<file path="config.mk">
export PLATFORM = sky130hd
export DESIGN_NAME = mult_seq_unsigned_rc
export DESIGN_NICKNAME = d
export VERILOG_FILES = /design/src/rtl/mult_pkg.sv /design/src/rtl/mult_residue3.sv /design/src/rtl/mult_seq_unsigned_rc.sv
export SDC_FILE = /design/constraint.sdc
export NUM_CORES = 1
export LEC_CHECK = 0
export CAP_MARGIN = 20
export CORE_ASPECT_RATIO = 1.25
export CORE_UTILIZATION = 60
export DETAILED_ROUTE_END_ITERATION = 8
export GPL_ROUTABILITY_DRIVEN = 0
export PLACE_DENSITY = 0.93
export SYNTH_ARGS = -nofsm -noshare
export SYNTH_HDL_FRONTEND = slang
export SYNTH_HIERARCHICAL = 1
export SYNTH_SLANG_ARGS = --single-unit
</file>
<file path="constraint.sdc">
create_clock -name clk -period 4.1 [get_ports clk]
set_clock_uncertainty 0.2 [all_clocks]
set_input_delay 0.41 -clock clk [delete_from_list [all_inputs] [get_ports clk]]
set_output_delay 0.41 -clock clk [all_outputs]
set_load 0.01 [all_outputs]
</file>
<file path="src/rtl/mult_pkg.sv">
// Shared types and helpers for the sequential unsigned multiplier.
// Holds the FSM state encoding, cycle-count helpers and a width-generic mod-3 reducer.
// Pure declarations: no latency or backpressure of its own.
package mult_pkg;

    typedef enum logic [1:0] {
        IDLE = 2'd0,
        CALC = 2'd1,
        DONE = 2'd2
    } state_t;

    // Widest value the mod-3 reducer accepts; narrower inputs are zero-extended.
    localparam int MOD3_MAXW = 128;

    // Number of shift-add steps for one product.
    function automatic int ncyc(input int width, input int bpc);
        return width / bpc;
    endfunction

    // Counter width able to hold the step count itself.
    function automatic int cnt_w(input int width, input int bpc);
        return $clog2((width / bpc) + 1);
    endfunction

    // 4^k == 1 (mod 3), so summing 2-bit digits preserves the residue.
    // The running sum is folded back into 0..2 after each digit.
    function automatic logic [1:0] mod3(input logic [MOD3_MAXW-1:0] x);
        logic [2:0] s;
        logic [1:0] r;
        r = 2'd0;
        for (int i = 0; i < MOD3_MAXW / 2; i++) begin
            s = {1'b0, r} + {1'b0, x[2*i +: 2]};
            r = (s >= 3'd3) ? 2'(s - 3'd3) : s[1:0];
        end
        return r;
    endfunction

endpackage

</file>
<file path="src/rtl/mult_residue3.sv">
// Combinational mod-3 reducer for a W-bit unsigned value.
// Latency: zero cycles, pure combinational.
// Backpressure: none, no handshake.
module mult_residue3
    import mult_pkg::*;
#(
    parameter int W = 8
) (
    input  logic [W-1:0] x,
    output logic [1:0]   r
);

    if (W > MOD3_MAXW) begin : g_width_check
        $error("mult_residue3: W exceeds MOD3_MAXW");
    end

    assign r = mod3(MOD3_MAXW'(x));

endmodule

</file>
<file path="src/rtl/mult_seq_unsigned_rc.sv">
// Sequential unsigned radix-2^BPC shift-add multiplier with optional mod-3 residue check (MULT_RESIDUE_CHECK_EN).
// Latency: accept at edge T -> out_valid from edge T+WIDTH/BPC+1, independent of operand values.
// Backpressure: in_ready only in IDLE; result held in DONE until out_valid && out_ready.
module mult_seq_unsigned_rc
    import mult_pkg::*;
#(
    parameter int WIDTH = 8,
    parameter int BPC   = 1
) (
    input  logic               clk,
    input  logic               rst,
    input  logic               in_valid,
    output logic               in_ready,
    input  logic [WIDTH-1:0]   a,
    input  logic [WIDTH-1:0]   b,
    output logic               out_valid,
    input  logic               out_ready,
    output logic [2*WIDTH-1:0] p,
    output logic               err,
    output logic               busy
);

    localparam int NCYC  = ncyc(WIDTH, BPC);
    localparam int CNT_W = cnt_w(WIDTH, BPC);

    if (WIDTH < 2 || BPC < 1 || (WIDTH % BPC) != 0) begin : g_param_check
        $error("mult_seq_unsigned_rc: need WIDTH >= 2 and BPC dividing WIDTH");
    end

    state_t             state;
    state_t             state_nxt;
    logic [CNT_W-1:0]   cnt;
    logic [2*WIDTH-1:0] acc;
    logic [2*WIDTH-1:0] a_sh;
    logic [WIDTH-1:0]   b_sh;
    logic [2*WIDTH-1:0] pp;
    logic [2*WIDTH-1:0] p_q;
    logic               accept;
    logic               step;
    logic               load;
    logic               fire;

    assign accept = in_valid && (state == IDLE);
    assign step   = (state == CALC) && (cnt != '0);
    assign load   = (state == CALC) && (cnt == '0);
    assign fire   = out_valid && out_ready;

    // Partial product for the BPC multiplier bits currently at the bottom of b_sh;
    // a_sh already carries the positional shift.
    assign pp = {{(2*WIDTH-BPC){1'b0}}, b_sh[BPC-1:0]} * a_sh;

    // State register.
    always_ff @(posedge clk or posedge rst) begin
        if (rst) begin
            state <= IDLE;
        end else begin
            state <= state_nxt;
        end
    end

    // Next-state and handshake outputs; the extra CALC cycle at cnt==0 registers the result.
    always_comb begin
        state_nxt = state;
        in_ready  = 1'b0;
        busy      = 1'b0;
        out_valid = 1'b0;
        case (state)
            IDLE: begin
                in_ready = 1'b1;
                if (in_valid) begin
                    state_nxt = CALC;
                end
            end
            CALC: begin
                busy = 1'b1;
                if (cnt == '0) begin
                    state_nxt = DONE;
                end
            end
            DONE: begin
                out_valid = 1'b1;
                if (out_ready) begin
                    state_nxt = IDLE;
                end
            end
            default: state_nxt = IDLE;
        endcase
    end

    // Shift-add datapath: operands captured at accept, one radix-2^BPC digit per step.
    always_ff @(posedge clk or posedge rst) begin
        if (rst) begin
            acc  <= '0;
            a_sh <= '0;
            b_sh <= '0;
            cnt  <= '0;
        end else if (accept) begin
            acc  <= '0;
            a_sh <= {{WIDTH{1'b0}}, a};
            b_sh <= b;
            cnt  <= CNT_W'(NCYC);
        end else if (step) begin
            acc  <= acc + pp;
            a_sh <= a_sh << BPC;
            b_sh <= b_sh >> BPC;
            cnt  <= cnt - CNT_W'(1);
        end
    end

    // Result register: loaded on entry to DONE, zeroed on the output handshake.
    always_ff @(posedge clk or posedge rst) begin
        if (rst) begin
            p_q <= '0;
        end else if (load) begin
            p_q <= acc;
        end else if (fire) begin
            p_q <= '0;
        end
    end

    assign p = p_q;

`ifdef MULT_RESIDUE_CHECK_EN
    logic [1:0] ra_c;
    logic [1:0] rb_c;
    logic [1:0] rp_c;
    logic [1:0] ra;
    logic [1:0] rb;
    logic [3:0] rprod;
    logic [1:0] rexp;
    logic       err_q;

    mult_residue3 #(.W(WIDTH))   u_res_a (.x(a),   .r(ra_c));
    mult_residue3 #(.W(WIDTH))   u_res_b (.x(b),   .r(rb_c));
    mult_residue3 #(.W(2*WIDTH)) u_res_p (.x(acc), .r(rp_c));

    // Operand residues are taken from the ports at accept, independent of the shift registers.
    always_ff @(posedge clk or posedge rst) begin
        if (rst) begin
            ra <= '0;
            rb <= '0;
        end else if (accept) begin
            ra <= ra_c;
            rb <= rb_c;
        end
    end

    assign rprod = {2'b00, ra} * {2'b00, rb};
    assign rexp  = mod3(MOD3_MAXW'(rprod));

    // Mismatch flag registered alongside p and cleared with it.
    always_ff @(posedge clk or posedge rst) begin
        if (rst) begin
            err_q <= 1'b0;
        end else if (load) begin
            err_q <= (rp_c != rexp);
        end else if (fire) begin
            err_q <= 1'b0;
        end
    end

    assign err = err_q;
`else
    assign err = 1'b0;
`endif

endmodule
</file>
==> run summary <==
The detailed-placement wirelength estimate is 4.67 mm. The initial standard-cell utilization of the core is 0.637. The endpoint type of the worst setup path is a flop.

From bottom edge to top edge, the die measures 85.0 um. The total track usage came out at 0.267. The async set-or-reset flop fraction in the synthesized netlist came out at 1.00. The cell depth of the worst min-delay path came out at 2. STA puts the critical path data arrival time at 3.06 ns.

The first-pass detailed-route iteration total came out at 4. The power density over the cells is 768 nW/um^2. Setup violations remaining at the end of the flow were counted as 0.

Summing all multi-input logic gate instances after layout gives 1610 um^2. By count the netlist is led by nand2_1, dfrtp_1, o21ai_0, a21oi_1, nand3_1. The fraction of post-synthesis cell area in the top cell type by area came out at 0.470. The worst slew margin relative to its limit came out at 0.514. STA puts the critical path data required time at 4.17 ns. The startpoint of the worst hold path is b_sh[2].

The post-CTS setup repair buffer count came out at 0. The final number of max-transition violations came out at 0. Among all cell types in the netlist, the one instantiated most often is nand2_1. The number of cells on the worst reg-to-reg path is 10. The synthesized design contains 62 register bits. After synthesis, the netlist uses 46 different library cells. The maximum ir drop on the vdd rail came out at 0.853 mV.

The average via count per standard cell is 5.98. The via total after detailed routing came out at 2705. The reported max-cap violation count came out at 0. The initial DRC count came out at 168. The shortest clock period the worst path allows after layout is 2.99 ns.

The most used flip-flop cell after synthesis is dfrtp_1. The share of post-route cells with drive strength above 1 is 0.0667. The core footprint came out at 5190 um^2. Counting the fill cells in the layout gives 375.

The remaining antenna violation count after routing came out at 0. The first global-routing pass estimated 11.6 mm of wire. The analysis attributes to cell leakage a power of 0.00181 uW. The transition at the pin with the smallest max-transition slack came out at 0.727 ns. The sequential cell area came out at 1550 um^2. The post-synthesis area per instance came out at 9.41 um^2. The number of enable flip-flop cells after synthesis came out at 0. The number of clock buffers inserted by TritonCTS came out at 9. The worst setup path is launched from a flop. The cell type with the highest aggregate area in the netlist is dfrtp_1.

Based on the critical path, the design can be clocked at up to 334 MHz. After clock tree synthesis, the flow added hold-fix buffers numbering 0. The maximum number of pins on one net before global-route repair came out at 50. For the final routed database, the setup TNS stands at 0 ns.

The count of mapped cells out of synthesis is 351. At the end of the flow the core is filled with cells to 0.750. The die span in x is 68.4 um. The total global routing overflow is 0.

The run finished with clean final reports. Clock tree synthesis selected as its root buffer the cell clkbuf_8. The count of endpoints failing hold in the final timing report came to 0. The path class of the tightest hold or removal check is flop to flop.

The number of global-route vias before repair was 2581. The latest clock arrival within the worst-skew pair came out at 0.33 ns. After the last flow step, the layout net total stands at 425. The endpoint identified for the worst register-to-register timing path is acc[12]. By startpoint and endpoint, the worst setup path is classified as flop to flop. The count of port buffers added during placement came out at 38. The total number of H-tree levels came out at 3. The number of standard-cell rows in the floorplan is 29. After synthesis, the cell types taking the most area are dfrtp_1, nand2_1, ha_1. The share of synthesized area occupied by flip-flops and latches is 0.470.

Setup repair after global routing left no endpoint under its margin. Clock tree synthesis found a total of 62 sinks. The layout overhead on the synthesized area came out at 17.8%. The register-to-register path setup slack came out at 1.11 ns. TritonCTS built the clock tree. The antenna diode instance count came out at 0. The longest clock path from root to sink contains 2 buffers. The share of the clock period used by the worst path is 0.729. The startpoint of the worst-slack reg-to-reg timing path is b_sh[0]. The number of top-level pins came out at 40. The average routed wire per standard cell is 15.3 um.

The post-synthesis cell area is 3300 um^2. The maximum fanout count along the critical path is 17. The number of gates given a new drive strength after cts is 0. The net count after synthesis came out at 388. For this run, design rule violations remaining after detail routing come to 0. The path with the worst hold slack has its endpoint at b_sh[2]. The initial antenna violation count is 0. The area of the die is 5810 um^2. The number of warnings reported in the yosys synthesis log came out at 6. The final wirelength came out at 6.92 mm. The clock-pin slew reported for the worst setup and hold paths after clock tree synthesis is 0.06 ns.
==> kinds of logic after synthesis <==
group | share of synthesized area
AOI/OAI and AO/OA | 0.202
xor gates and xnor gates | 0.0398
adders and majority gates | 0.0666
buffers and inverters | 0.0443
DFF | 0.470
other | 0.00113
and+or+nand+nor | 0.177
==> layer usage <==
layer,GRT usage,wire [um],vias to the layer above,share of wire
met4,0.155,222,0,0.032
met1,0.351,3000,1306,0.43
met5,0,0,-,0
met2,0.409,3420,75,0.49
met3,0.0430,269,25,0.039
li1,-,-,1299,-
==> final cells by class <==
class / instances / area share
multi-input cells: 259 / 0.414
well taps: 62 / 0.0199
flip-flops and latches: 62 / 0.399
clock buffers: 11 / 0.0389
clock inverters: 2 / 0.00257
repair buffers: 44 / 0.114
inverters: 12 / 0.0116
==> how the worst max path moves through the flow <==
stage,startpoint,endpoint,depth (start not counted)
floorplan,b_sh[0],acc[12],11
global placement,b_sh[0],acc[12],10
global route,b_sh[0],acc[12],10
CTS,b_sh[0],acc[12],10
finish,b_sh[0],acc[12],10
detailed placement,b_sh[0],acc[12],10
==> worst max-delay path, stage by stage (launching register included) <==
cell       delay (ns)
dfrtp_1          0.61
and2_1           0.19
ha_1             0.18
inv_1            0.06
fa_1             0.40
and2b_1          0.24
o2111ai_2        0.15
a21oi_4          0.22
a21boi_2         0.08
or4b_1           0.50
nand3_1          0.08
==> registers in the layout, indices dropped and copies added (netlist names) <==
| signal | count |
|---|---|
| a_sh | 16 |
| acc | 16 |
| b_sh | 8 |
| cnt | 4 |
| p | 16 |
| state | 2 |
==> report_power, final <==
group / switching, uW / total (uW) / internal [uW]
registers: 208 / 1090 / 882
logic: 815 / 1450 / 634
clock network: 210 / 450 / 240
total: 1230 / 2990 / 1760
==> metrics by stage <==
stage / instances / setup WS, ns / power (uW) / hold slack, ns / area, um^2
6_report: 452 / 1.11 / 2990 / 0.278 / 3890
2_1_floorplan: 351 / 1.32 / 2110 / 0.246 / 3300
3_3_place_gp: 438 / 1.21 / 2440 / 0.260 / 3700
3_5_place_dp: 438 / 1.14 / 2510 / 0.268 / 3700
5_1_grt: 452 / 0.947 / 3230 / 0.313 / 3890
4_1_cts: 451 / 1.12 / 2970 / 0.284 / 3860
==> cells in the final DEF, fill, tap and decap left out, types with 2 or more instances in the layout <==
| cell | n |
|---|---|
| buf_4 | 5 |
| o211ai_1 | 3 |
| xor2_1 | 6 |
| a21oi_1 | 19 |
| xnor2_1 | 9 |
| clkbuf_8 | 11 |
| clkdlybuf4s50_1 | 38 |
| a31oi_1 | 7 |
| nand2b_1 | 2 |
| clkinv_2 | 2 |
| o21a_1 | 3 |
| o21ai_0 | 24 |
| ha_1 | 16 |
| and3_1 | 2 |
| dfrtp_1 | 62 |
| o31ai_1 | 3 |
| and2_1 | 15 |
| a21o_1 | 6 |
| nand3_1 | 20 |
| a22oi_1 | 8 |
| nor2_1 | 13 |
| a22o_1 | 16 |
| inv_1 | 11 |
| nand2_1 | 66 |
No activity file was read; power rests on OpenSTA's default activity.
